<file path="src/rtl/uart_rx.sv">
// UART receiver: 2-flop synchronised line, runtime oversampling, 3-sample majority
// per bit, optional parity, single-cycle result pulses after the stop decision.
module uart_rx #(
  parameter int DATA_WIDTH     = 8,
  parameter int PRESCALE_WIDTH = 6
) (
  input  logic                      i_clk,
  input  logic                      i_rst_n,
  input  logic                      i_uart,
  input  logic [PRESCALE_WIDTH-1:0] i_prescale,
  input  logic                      i_parity_enable,
  input  logic                      i_parity_type,
  output logic [DATA_WIDTH-1:0]     o_data,
  output logic                      o_data_valid,
  output logic                      o_parity_error,
  output logic                      o_stop_error,
  output logic                      o_busy_flag
);

  localparam int BCW = $clog2(DATA_WIDTH + 1);
  localparam logic [BCW-1:0]            BIT_LAST = BCW'(DATA_WIDTH - 1);
  localparam logic [PRESCALE_WIDTH-1:0] ONE      = PRESCALE_WIDTH'(1);
  localparam logic [PRESCALE_WIDTH-1:0] P_MIN    = PRESCALE_WIDTH'(4);

  typedef enum logic [2:0] {IDLE, START, DATA, PARITY, STOP} state_t;

  state_t                    state, state_next;
  logic                      sync1, rx_s;
  logic [PRESCALE_WIDTH-1:0] p_lat, p_in, half, edge_cnt;
  logic [BCW-1:0]            bit_cnt;
  logic                      samp0, samp1, vote;
  logic                      decide, bit_end;
  logic [DATA_WIDTH-1:0]     shreg;
  logic                      par_en, par_type, par_err;

  // Prescale is clamped to 4 and forced even so the three samples sit symmetrically around mid-bit.
  assign p_in    = (i_prescale < P_MIN) ? P_MIN : (i_prescale & ~ONE);
  assign half    = p_lat >> 1;
  assign decide  = (edge_cnt == half + ONE);
  assign bit_end = (edge_cnt == p_lat - ONE);
  assign vote    = (samp0 & samp1) | (samp0 & rx_s) | (samp1 & rx_s);

  always_ff @(posedge i_clk or negedge i_rst_n) begin
    if (!i_rst_n) begin
      sync1 <= 1'b1;
      rx_s  <= 1'b1;
    end else begin
      sync1 <= i_uart;
      rx_s  <= sync1;
    end
  end

  always_ff @(posedge i_clk or negedge i_rst_n) begin
    if (!i_rst_n) state <= IDLE;
    else          state <= state_next;
  end

  always_comb begin
    state_next = state;
    unique case (state)
      IDLE:    if (!rx_s) state_next = START;
      START: begin
        if (decide && vote) state_next = IDLE;
        else if (bit_end)   state_next = DATA;
      end
      DATA:    if (bit_end && bit_cnt == BIT_LAST) state_next = par_en ? PARITY : STOP;
      PARITY:  if (bit_end) state_next = STOP;
      STOP:    if (decide) state_next = IDLE;
      default: state_next = IDLE;
    endcase
  end

  always_ff @(posedge i_clk or negedge i_rst_n) begin
    if (!i_rst_n) begin
      p_lat    <= P_MIN;
      edge_cnt <= '0;
      bit_cnt  <= '0;
      samp0    <= 1'b1;
      samp1    <= 1'b1;
      shreg    <= '0;
      par_en   <= 1'b0;
      par_type <= 1'b0;
      par_err  <= 1'b0;
    end else if (state == IDLE) begin
      if (!rx_s) begin
        p_lat    <= p_in;
        edge_cnt <= '0;
        bit_cnt  <= '0;
        par_en   <= i_parity_enable;
        par_type <= i_parity_type;
        par_err  <= 1'b0;
      end
    end else begin
      edge_cnt <= bit_end ? '0 : edge_cnt + ONE;
      if (edge_cnt == half - ONE) samp0 <= rx_s;
      if (edge_cnt == half)       samp1 <= rx_s;
      if (state == DATA && decide)  shreg   <= {vote, shreg[DATA_WIDTH-1:1]};
      if (state == DATA && bit_end) bit_cnt <= bit_cnt + 1'b1;
      if (state == PARITY && decide) par_err <= vote ^ (^shreg) ^ par_type;
    end
  end

  always_ff @(posedge i_clk or negedge i_rst_n) begin
    if (!i_rst_n) begin
      o_data         <= '0;
      o_data_valid   <= 1'b0;
      o_parity_error <= 1'b0;
      o_stop_error   <= 1'b0;
    end else begin
      o_data_valid   <= 1'b0;
      o_parity_error <= 1'b0;
      o_stop_error   <= 1'b0;
      if (state == STOP && decide) begin
        o_data         <= shreg;
        o_data_valid   <= vote & ~par_err;
        o_parity_error <= par_en & par_err;
        o_stop_error   <= ~vote;
      end
    end
  end

  // Busy drops already in the stop decision cycle so a back-to-back start bit is not missed.
  always_comb begin
    o_busy_flag = (state != IDLE) && !(state == STOP && decide);
  end

endmodule

</file>
<file path="config.mk">
export PLATFORM = sky130hd
export DESIGN_NAME = uart_rx
export DESIGN_NICKNAME = d
export VERILOG_FILES = /design/src/rtl/uart_rx.sv
export SDC_FILE = /design/constraint.sdc
export NUM_CORES = 1
export LEC_CHECK = 0
export CAP_MARGIN = 20
export CORE_MARGIN = 4
export CORE_UTILIZATION = 53
export CTS_BUF_LIST = sky130_fd_sc_hd__clkbuf_4
export CTS_CLUSTER_SIZE = 8
export DETAILED_ROUTE_END_ITERATION = 7
export DONT_BUFFER_PORTS = 1
export PLACE_DENSITY = 0.73
export SYNTH_ARGS = -nofsm -noshare
export SYNTH_HDL_FRONTEND = slang
export SYNTH_SLANG_ARGS = --single-unit
export TNS_END_PERCENT = 100
</file>
<file path="constraint.sdc">
create_clock -name i_clk -period 3 [get_ports i_clk]
set_input_delay 0.3 -clock i_clk [delete_from_list [all_inputs] [get_ports i_clk]]
set_output_delay 0.3 -clock i_clk [all_outputs]
set_load 0.02 [all_outputs]
</file>
Word level (Yosys, flattened, before mapping)
Cells that the tools add are included.
{"block": "totals", "n_memories": 0, "wordCells": 90, "reg_bits": 45, "out_inout_bits": 12, "ram_bits": 0, "romBits": 0, "latch_bits": 0}
{"block": "classes", "n_bitwise": 13, "n_shift": 0, "n_addsub": 5, "mux": 21, "n_mul": 0, "n_div": 0, "n_eq_ne": 14, "order_cmp": 1, "reduce_logical": 20}
{"operator": "$mux W6", "n": 4}
{"operator": "$mux W3", "n": 7}
{"operator": "$eq A6 B6 Y1", "n": 3}
{"operator": "$pmux W3 S5", "n": 1}
{"operator": "$mux W4", "n": 3}
{"operator": "$reduce_and A2 Y1", "n": 6}
{"operator": "$ne A2 B2 Y1 const B", "n": 4}
{"operator": "$reduce_xor A8 Y1", "n": 1}
{"operator": "$logic_and A1 B1 Y1", "n": 7}
{"operator": "$add A5 B1 Y6 const B", "n": 1}
{"operator": "$add A6 B1 Y6 const B", "n": 1}
{"operator": "$eq A3 B2 Y1 const B", "n": 2}
{"operator": "$eq A6 B5 Y1", "n": 1}
{"operator": "$lt A6 B3 Y1 const B", "n": 1}
{"operator": "$mux W1", "n": 6}
{"operator": "$sub A5 B1 Y6 const B", "n": 1}
{"operator": "$sub A6 B1 Y6 const B", "n": 1}
{"operator": "$and A1 B1 Y1", "n": 5}
{"operator": "$reduce_and A5 Y1", "n": 1}
{"operator": "$add A4 B1 Y4 const B", "n": 1}
{"operator": "$eq A4 B3 Y1 const B", "n": 1}
{"operator": "$not A1 Y1", "n": 4}
{"operator": "$reduce_bool A2 Y1", "n": 2}
{"operator": "$eq A3 B1 Y1 const B", "n": 1}
{"operator": "other kinds (7)", "n": 9}

Depth between registers and ports, before layout
Gate-level depths: netlist (run 1).
{"block": "logic_depth", "ltp_word": 7, "depth_mapped": 9}

Worst setup path before layout (run 1)
No wires, ideal clock.
{"block": "synth_timing", "kind": "reg2out", "from": "reg p_lat[2]", "to": "out o_busy_flag", "slack_ns": 0.611, "n_path_buf": 1, "required_ns": 2.700, "stages_incl_launch_ff": 9, "t_arrival_ns": 2.089, "path_cell_list": "dfstp_2 ha_1 or3b_1 a211o_1 nand3_2 and3_4 nand3_4 buf_6 and2_1"}
{"block": "synth_between", "elab_chain_len": 5}
{"item": "from (decl)", "line": "29", "source": "logic [PRESCALE_WIDTH-1:0] p_lat, p_in, half, edge_cnt;"}
{"item": "from (signal assigned)", "line": "86", "source": "p_lat <= p_in;"}
{"item": "$add A5 B1 Y6", "line": "39", "source": "assign decide = (edge_cnt == half + ONE);"}
{"item": "$eq A6 B6 Y1", "line": "39"}
{"item": "$logic_and A1 B1 Y1", "line": "124", "source": "o_busy_flag = (state != IDLE) && !(state == STOP && decide);"}
{"item": "$logic_not A1 Y1", "line": "124"}
{"item": "$logic_and A1 B1 Y1", "line": "124"}
{"item": "to (decl)", "line": "17", "source": "output logic o_busy_flag"}
No other way between the ends.

Worst setup path after layout (run 1)
Same ends and word-level chain as after synthesis.

==> results of run 1 <==
-- worst min-delay path by stage --
stage / startpoint / to / slack [ns] / depth (start not counted)
after floorplan: i_rst_n / bit_cnt[0] / 0.004 / 0
after global placement: i_rst_n / p_lat[5] / 0.005 / 0
after detailed placement: i_rst_n / p_lat[5] / 0.006 / 0
after CTS: i_parity_enable / par_en / 0.03 / 2
after global routing: i_prescale[4] / p_lat[4] / 0.02 / 2
final: i_parity_enable / par_en / 0.03 / 2
-- state kept, by name (all words and copies together) (netlist names) --
signal          count
edge_cnt            6
sync1               1
shreg               8
par_type            1
par_en              1
o_stop_error        1
samp1               1
par_err             1
samp0               1
bit_cnt             4
o_data              8
p_lat               5
o_data_valid        1
o_parity_error      1
rx_s                1
state               3
-- placed cells by master, fill, tap and decap left out, types with 2 or more instances in the layout --
master         Yosys  layout
dlygate4sd3_1      0       2
nor2b_1            3       3
nor3b_1            4       3
dfrtp_1           39      39
mux2_2            12      12
o21ai_0            7       7
nand4_1            5       5
a21oi_1            9       9
a31oi_1            3       3
nand3_1            8       8
dfstp_2            5       5
mux2i_1            4       4
nand2b_1           8       8
buf_4              1       6
inv_1              7       7
nor3_1             6       6
nor4b_1            2       2
a22o_1             3       3
mux2_4             6       6
nand2_1           25      25
clkbuf_4           0       5
and3_1             4       4
a21o_1             2       2
xnor2_1           13      13
xor2_1            15      15
nor2_1            13      13
ha_1               4       4
-- Yosys cell counts, types with 2 or more instances --
cell type,instances
nand4_1,5
mux2_2,12
xnor2_1,13
a21o_1,2
dfstp_2,5
buf_6,2
nand2_1,25
o21ai_0,7
clkbuf_1,3
nand2b_1,8
dfrtp_1,39
a21oi_1,9
a31oi_1,3
nor3b_1,4
mux2_4,6
mux2i_1,4
inv_1,7
nor2_1,13
nor4b_1,2
and3_1,4
ha_1,4
nand3_1,8
and2_1,2
buf_2,4
nor3_1,6
a22o_1,3
xor2_1,15
nor2b_1,3
-- critical path, stage by stage, from the launching register on --
cell     delay [ns]
dfstp_2        0.61
ha_1           0.18
or3b_1         0.34
a211o_1        0.31
nand3_2        0.09
and3_4         0.22
nand3_4        0.10
and2_4         0.22
-- final cells by class --
cell class,count,area [um2]
clock buffers,5,37.5
clock inverters,2,12.5
fillers,370,1810
inverters,7,26.3
multi-input cells,175,1260
flip-flops and latches,44,1110
well taps,52,65.1
repair buffers,9,92.6
-- kinds of logic (layout without fill, tap and decap cells) --
family | Yosys count | after routing
and+or+nand+nor | 88 | 88
DFF | 44 | 44
AOI/OAI and AO/OA | 32 | 32
xor gates and xnor gates | 28 | 28
muxes | 22 | 22
buffers and inverters | 17 | 23
adders and majority gates | 5 | 5
-- power by group --
| part | total [mW] | internal (mW) | switching (mW) |
|---|---|---|---|
| clock network | 0.273 | 0.0856 | 0.187 |
| registers | 0.955 | 0.738 | 0.217 |
| logic | 1.19 | 0.534 | 0.651 |
| total | 2.41 | 1.36 | 1.06 |
-- per-stage QoR --
stage | power, mW | setup WS [ns] | area (um2) | util, %
floorplan | 1.89 | 0.611 | 2450 | -
global placement | 2.07 | 0.468 | 2470 | 55.9
detailed placement | 2.09 | 0.464 | 2470 | 55.9
CTS | 2.39 | 0.0587 | 2560 | 58.1
global route | 2.63 | 0.145 | 2600 | 59.0
finish | 2.41 | 0.283 | 2600 | 59.0
-- per-layer routing --
metal / up-vias / wire length (um)
li1: 828 / -
met1: 784 / 2250
met2: 29 / 1960
met3: 6 / 186
met4: 0 / 62
met5: - / 0
-- timing repair --
action	4_1_cts	5_1_grt
gates resized for setup	0	3
buffers inserted	0	4
setup endpoints to repair	0	1
hold buffers	3	0
hold endpoints to repair	45	0
==> results.json, run 1 <==
{
  "place_congestion": 0.885,
  "hpwl_um": 3100,
  "vdd_drop_max_v": 0.000567,
  "status": "complete, no violations",
  "async_reset_ff_share_pct": 100,
  "p_per_area_nw_per_um2": 927,
  "drc_errors": 0,
  "grt_max_degree": 45,
  "fmax_mhz": 368,
  "cts_made_buffers": 5,
  "yosys.area.top_type": "dfrtp_1",
  "r2r_slack_ns": 0.57,
  "synth_fp_nets": 251,
  "setup_violations": 0,
  "io_buffers": 0,
  "synthAdderAreaFrac_pct": 2.45,
  "drt_iter0_markers": 133,
  "synthMuxAreaShare_pct": 10.8,
  "syn_to_final_growth_pct": 6.29,
  "clkLatencyLatePin_ns": 0.36,
  "grt_overflow": 0,
  "clockBufferDepth": 2,
  "yosysSeqAreaShare_pct": 45.2,
  "synth_seq_cells": 44,
  "core_area_um2": 4410,
  "num_antenna_cells": 0,
  "cp-startpoint": "p_lat[2]",
  "cts.reportedPaths.clkPinSlew_ns": 0.13,
  "maxSlewHeadroom_pct": 52.0,
  "ioPinCount": 23,
  "synthSimpleGateAreaFrac_pct": 19.4,
  "netlist.area_leader.share_pct": 39.9,
  "period_share_pct": 90.6,
  "die-area_um2": 5770,
  "critPathKind": "reg -> out",
  "r2r_start": "p_lat[2]",
  "std_cell_rows": 24,
  "dp_cells": 280,
  "rsz0062_at_grt": "false",
  "synth_edf_count": 0,
  "critPathCapture": "o_busy_flag",
  "synth_xor_area_share_pct": 10.0,
  "r2r_cells": 8,
  "hold-worst-slack_ns": 0.0340,
  "tritoncts": "yes",
  "grt.total_usage_pct": 16.7,
  "crit_fanout": 7,
  "wl_per_cell_um": 15.2,
  "synth_ff_type": "dfrtp_1",
  "startpoint_type": "flop",
  "skew_ns": 0.0151,
  "busiest_layer": "met2",
  "slew_viol_final": 0,
  "fin_setup_tns_ns": 0,
  "worstMarginPinSlew_ns": 0.718,
  "grt_use_met1_pct": 23.9,
  "layout-drive-gt1-share_pct": 18.2,
  "h-tree-depth": 2,
  "vias_per_cell": 5.60,
  "antenna_found_initial": 0,
  "synth_top_family_by_area": "simple AND/OR/NAND/NOR gates",
  "met2_usage_pct": 24.0,
  "holdCritPathClass": "in -> reg",
  "synth-compound-area-share_pct": 8.53,
  "syn_area_um2": 2450,
  "p_leak_nw": 1.23,
  "grt_pass1_wl_um": 7890,
  "ant_nets": 0,
  "synth-warning-count": 0,
  "cp_data_arrival_time_ns": 2.42,
  "instances_no_fill": 294,
  "cts_sinks": 44,
  "met3_usage_pct": 4.96,
  "synth.area.top_cells": "dfrtp_1 (40%), mux2_2 (5.5%), dfstp_2 (5.4%)",
  "syn_inst": 236,
  "endpoint_kind": "output pin",
  "yosys.cell_types.count": 46,
  "period_minus_slack_ns": 2.72,
  "final_nets": 257,
  "num_vias": 1647,
  "hold_viol": 0,
  "start_util_pct": 55.5,
  "die_h_um": 76.0,
  "avgSynthCellArea_um2": 10.4,
  "critPathRequiredTime_ns": 2.70,
  "cap_violations": 0,
  "timing.rr.end": "o_data[4]",
  "fp.dieW_um": 76.0,
  "first_pass_iters": 4,
  "drt_wl_total_um": 4460,
  "grt_pass1_vias": 1617,
  "cts_root_buffer": "clkbuf_4"
}
No activity file was read; power rests on OpenSTA's default activity.
==> inputs of run 2 (changes only) <==
--- a/config.mk
+++ b/config.mk
@@ -5,6 +5,7 @@
 export SDC_FILE = /design/constraint.sdc
 export NUM_CORES = 1
 export LEC_CHECK = 0
+export ABC_CLOCK_PERIOD_IN_PS = 3000
 export CAP_MARGIN = 20
 export CORE_MARGIN = 4
 export CORE_UTILIZATION = 53
@@ -13,6 +14,7 @@
 export DETAILED_ROUTE_END_ITERATION = 7
 export DONT_BUFFER_PORTS = 1
 export PLACE_DENSITY = 0.73
+export REMOVE_ABC_BUFFERS = 1
 export SYNTH_ARGS = -nofsm -noshare
 export SYNTH_HDL_FRONTEND = slang
 export SYNTH_SLANG_ARGS = --single-unit
==> run 2 against run 1 <==
  * Design area up 0.43%
  * Sequential share of layout area down 0.14 points
  * Utilization up 0.26 points
  * Clock skew down 0.0078 ns
  * Critical path depth unchanged
  * Sequential cell count unchanged
  * Hold slack worse by 0.00067 ns
  * Via count up 2.9%
  * Non-clock buffer count down 1
  * Sequential power about the same
  * Highest routed layer unchanged
==> results.json, run 2 (same netlist as run 1, synthesis figures left out) <==
{
  "layout-drive-gt1-share_pct": 17.8,
  "status": "complete, no violations",
  "fmax_mhz": 366,
  "drt_iter0_markers": 143,
  "ioPinCount": 23,
  "num_antenna_cells": 0,
  "first_pass_iters": 5,
  "drc_errors": 0,
  "dp_cells": 280,
  "clockBufferDepth": 2,
  "die_h_um": 76.0,
  "ant_nets": 0,
  "worstMarginPinSlew_ns": 0.741,
  "vdd_drop_max_v": 0.000648,
  "start_util_pct": 55.5,
  "endpoint_kind": "output pin",
  "instances_no_fill": 294,
  "grt.total_usage_pct": 16.6,
  "startpoint_type": "flop",
  "cp-startpoint": "p_lat[2]",
  "layout_commonest_cell": "dfrtp_1",
  "clkLatencyLatePin_ns": 0.36,
  "tritoncts": "yes",
  "holdCritPathClass": "in -> reg",
  "cts_made_buffers": 5,
  "hp-start": "i_prescale[5]",
  "syn_to_final_growth_pct": 6.75,
  "p_per_area_nw_per_um2": 961,
  "max_stage_delay_ns": 0.62,
  "antenna_found_initial": 0,
  "top_regs": "o_data: 8 flops, shreg: 8 flops, edge_cnt: 6 flops",
  "cts.reportedPaths.clkPinSlew_ns": 0.13,
  "hold_viol": 0,
  "h-tree-depth": 2,
  "slowest_stage": "dfstp_2",
  "final_core_util_pct": 59.2,
  "core_area_um2": 4410,
  "drt_wl_total_um": 4570,
  "setup_ws_ns": 0.266,
  "setup_violations": 0,
  "hold-worst-slack_ns": 0.0333,
  "io_buffers": 0,
  "r2r_start": "p_lat[2]",
  "critPathRequiredTime_ns": 2.70,
  "grt_max_degree": 45,
  "slew_viol_final": 0,
  "post-place-ws_ns": 0.446,
  "cts_root_buffer": "clkbuf_4",
  "vias_per_cell": 5.76,
  "die-area_um2": 5770,
  "skew_ns": 0.00736,
  "mostFrequentLayoutCells": "dfrtp_1 (38), nand2_1 (25), xor2_1 (15)",
  "num_vias": 1694,
  "grt_pass1_wl_um": 7850,
  "grt_overflow": 0,
  "maxSlewHeadroom_pct": 50.4,
  "fp.dieW_um": 76.0,
  "place_congestion": 0.909,
  "cap_violations": 0,
  "cp_data_arrival_time_ns": 2.43,
  "fin_setup_tns_ns": 0,
  "cts_sinks": 44,
  "p_leak_nw": 1.24,
  "crit_chain": "ha_1 -> or3b_1 -> a211o_1 -> nand3_2 -> and3_4 -> nand3_4 -> and2_4",
  "period_minus_slack_ns": 2.73,
  "final_nets": 256,
  "critPathKind": "reg -> out",
  "crit_fanout": 7,
  "std_cell_rows": 24,
  "rsz0062_at_grt": "false",
  "wl_per_cell_um": 15.5,
  "hpwl_um": 3250,
  "period_share_pct": 91.1,
  "grt_pass1_vias": 1661
}
==> run 2: layout make-up <==
class	instances	area, um2
clock inverters	3	42.5
inverters	7	26.3
fillers	385	1800
well taps	52	65.1
multi-input cells	175	1260
clock buffers	5	37.5
repair buffers	8	77.6
flip-flops and latches	44	1110
==> run 2: timing repair <==
action                                 4_1_cts  5_1_grt
endpoints found under the hold margin       45        0
hold buffers                                 3        0
setup buffers                                0        3
setup endpoints to repair                    0        1
gates resized for setup                      0        3
==> run 2: stage by stage <==
step / total power, mW / area, um2
final: 2.51 / 2610
after global routing: 2.72 / 2610
after CTS: 2.50 / 2590
after detailed placement: 2.10 / 2470
after global placement: 2.07 / 2470
after floorplan: 1.84 / 2390
==> run 2: where the power goes <==
part           leakage, nW  internal [mW]  switching [mW]
Combinational        0.618          0.529           0.658
Clock               0.0428          0.174           0.197
Sequential           0.575          0.739           0.214
==> run 2: worst paths after layout <==
path	endpoint	slack (ns)	cells past startpoint
max	o_busy_flag	0.27	7
min	p_lat[5]	0.03	2
max reg2reg	edge_cnt[4]	0.50	8
min reg2reg	rx_s	0.37	0
max in group asynchronous	rx_s	2.36	2
min in group asynchronous	p_lat[3]	0.38	2
==> run 2: worst max-delay path, delay by kind of cell, from the launching register on <==
kind | cells | cell delay (ns)
compound gates | 1 | 0.31
simple gates | 5 | 0.95
fa+ha+maj | 1 | 0.18
flops | 1 | 0.62
==> run 2: metal layers <==
| layer | share of wire [%] | wire length (um) | global-route usage (%) |
|---|---|---|---|
| met3 | 4.4 | 202 | 4.26 |
| met1 | 49 | 2220 | 23.1 |
| met2 | 46 | 2090 | 25.6 |
| met4 | 1.2 | 55 | 4.80 |
| met5 | 0 | 0 | 0 |
==> inputs of run 3 (changes only) <==
--- a/config.mk
+++ b/config.mk
@@ -7,7 +7,6 @@
 export LEC_CHECK = 0
 export ABC_CLOCK_PERIOD_IN_PS = 3000
 export CAP_MARGIN = 20
-export CORE_MARGIN = 4
 export CORE_UTILIZATION = 53
 export CTS_BUF_LIST = sky130_fd_sc_hd__clkbuf_4
 export CTS_CLUSTER_SIZE = 8
==> run 3 against run 2 <==
  * Register-to-register slack better by 0.04 ns
  * Routed wire length shrank 3.9%
  * Clock skew barely moved
  * Utilization shrank 0.31 points
  * Fmax up 0.33%
  * Largest power group unchanged
  * First-iteration DRC count shrank 24%
  * Clock-buffer cell count is the same
  * Via count is 3.7% lower
==> results.json, run 3 (same netlist as run 1, synthesis figures left out) <==
{
  "status": "complete, no violations",
  "ioPinCount": 23,
  "drt_iter0_markers": 109,
  "max_stage_delay_ns": 0.61,
  "grt_pass1_vias": 1508,
  "setup_violations": 0,
  "wl_per_cell_um": 15.0,
  "antenna_found_initial": 0,
  "rsz0062_at_grt": "false",
  "multi_input_area_um2": 1260,
  "fmax_mhz": 367,
  "register_area_um2": 1110,
  "h-tree-depth": 2,
  "grt.total_usage_pct": 18.9,
  "dr.max_layer_used": "met4",
  "die_h_um": 70.0,
  "dr_wl_met3_um": 110,
  "final_nets": 256,
  "clockBufferDepth": 2,
  "hpwl_um": 3160,
  "holdCritPathClass": "in -> reg",
  "slowest_stage": "dfstp_2",
  "fin_setup_tns_ns": 0,
  "num_vias": 1631,
  "tritoncts": "yes",
  "clkLatencyLatePin_ns": 0.35,
  "place_congestion": 0.871,
  "cts_made_buffers": 5,
  "worstMarginPinSlew_ns": 0.675,
  "cts_sinks": 44,
  "layout_commonest_cell": "dfrtp_1",
  "critPathBufInv": 0,
  "start_util_pct": 55.9,
  "top_regs": "o_data: 8 flops, shreg: 8 flops, edge_cnt: 6 flops",
  "first_pass_iters": 4,
  "routedLengthMet1_um": 2200,
  "grt_max_degree": 45,
  "ant_nets": 0,
  "crit_chain": "ha_1 -> or3b_1 -> a211o_1 -> nand3_2 -> and3_4 -> nand3_4 -> and2_4",
  "vias_per_cell": 5.57,
  "hp-start": "i_prescale[4]",
  "hold-worst-slack_ns": 0.0505,
  "die-area_um2": 4900,
  "period_minus_slack_ns": 2.73,
  "timing.rr.end": "edge_cnt[4]",
  "vdd_drop_max_v": 0.000487,
  "io_buffers": 0,
  "core_area_um2": 4380,
  "final_core_util_pct": 58.9,
  "critPathTopFamily": "simple AND/OR/NAND/NOR gates",
  "std_cell_rows": 24,
  "mostFrequentLayoutCells": "dfrtp_1 (39), nand2_1 (25), xor2_1 (15)",
  "instances_no_fill": 293,
  "cp_data_arrival_time_ns": 2.43,
  "hold_viol": 0,
  "skew_ns": 0.00752,
  "slew_viol_final": 0,
  "num_antenna_cells": 0,
  "min_to": "p_lat[4]",
  "nFillCells": 369,
  "maxSlewHeadroom_pct": 54.8,
  "critPathRequiredTime_ns": 2.70,
  "p_leak_nw": 1.22,
  "cts_root_buffer": "clkbuf_4",
  "crit_fanout": 7,
  "cap_violations": 0,
  "route.met2.wl_um": 2030,
  "critPathKind": "reg -> out",
  "startpoint_type": "flop",
  "drt_wl_total_um": 4390,
  "grt_pass1_wl_um": 7250,
  "fp.dieW_um": 70.0,
  "r2r_cells": 8,
  "r2r_slack_ns": 0.54,
  "r2r_start": "p_lat[2]",
  "grt_overflow": 0,
  "layout-drive-gt1-share_pct": 17.4,
  "dp_cells": 280,
  "drc_errors": 0,
  "endpoint_kind": "output pin",
  "cts.reportedPaths.clkPinSlew_ns": 0.11,
  "p_per_area_nw_per_um2": 925,
  "syn_to_final_growth_pct": 5.47,
  "period_share_pct": 90.8,
  "whs_path_depth": 2
}
==> run 3: where the power goes <==
part	total, mW	internal [mW]	switching, mW
logic	1.16	0.528	0.634
clock network	0.271	0.0856	0.185
registers	0.955	0.738	0.217
==> run 3: worst reg2reg max path, cell delays in order, from the launching register on <==
cell,delay (ns)
dfstp_2,0.61
inv_1,0.07
ha_1,0.32
xor2_1,0.17
nand3_1,0.12
nor2_1,0.39
a21oi_1,0.30
a21o_1,0.24
a22o_1,0.17
==> run 3: cell type report <==
type                            count  area share [%]
Clock buffer                        5            1.45
Clock inverter                      2           0.484
Timing Repair Buffer                8            3.00
Inverter                            7            1.02
Tap cell                           52            2.52
Sequential cell                    44            42.9
Multi-Input combinational cell    175            48.6
==> run 3: stage by stage <==
step / cell area, um2 / setup WS [ns] / total power, mW
4_1_cts: 2560 / 0.0585 / 2.39
3_3_place_gp: 2470 / 0.470 / 2.07
3_5_place_dp: 2470 / 0.458 / 2.10
6_report: 2580 / 0.275 / 2.39
5_1_grt: 2580 / 0.165 / 2.59
2_1_floorplan: 2390 / 0.630 / 1.84
==> run 3: worst max-delay path by stage <==
| stage | from | endpoint | slack (ns) | depth (start not counted) |
|---|---|---|---|---|
| 5_1_grt | p_lat[2] | o_busy_flag | 0.17 | 7 |
| 2_1_floorplan | p_lat[2] | o_busy_flag | 0.63 | 7 |
| 4_1_cts | p_lat[2] | o_busy_flag | 0.06 | 7 |
| 6_report | p_lat[2] | o_busy_flag | 0.27 | 7 |
| 3_3_place_gp | p_lat[2] | o_busy_flag | 0.47 | 7 |
| 3_5_place_dp | p_lat[2] | o_busy_flag | 0.46 | 7 |
==> run 3: repair_timing <==
| item | 4_1_cts | 5_1_grt |
|---|---|---|
| setup buffers | 0 | 3 |
| resized for setup | 0 | 2 |
| setup endpoints to repair | 0 | 1 |
| endpoints found under the hold margin | 45 | 0 |
| hold buffers | 3 | 0 |
==> run 3: per-layer routing <==
| metal | vias to the layer above | track usage [%] |
|---|---|---|
| met1 | 782 | 27.7 |
| met2 | 17 | 27.8 |
| met3 | 5 | 5.34 |
| met4 | 0 | 4.89 |
| met5 | - | 0 |
| li1 | 827 | - |
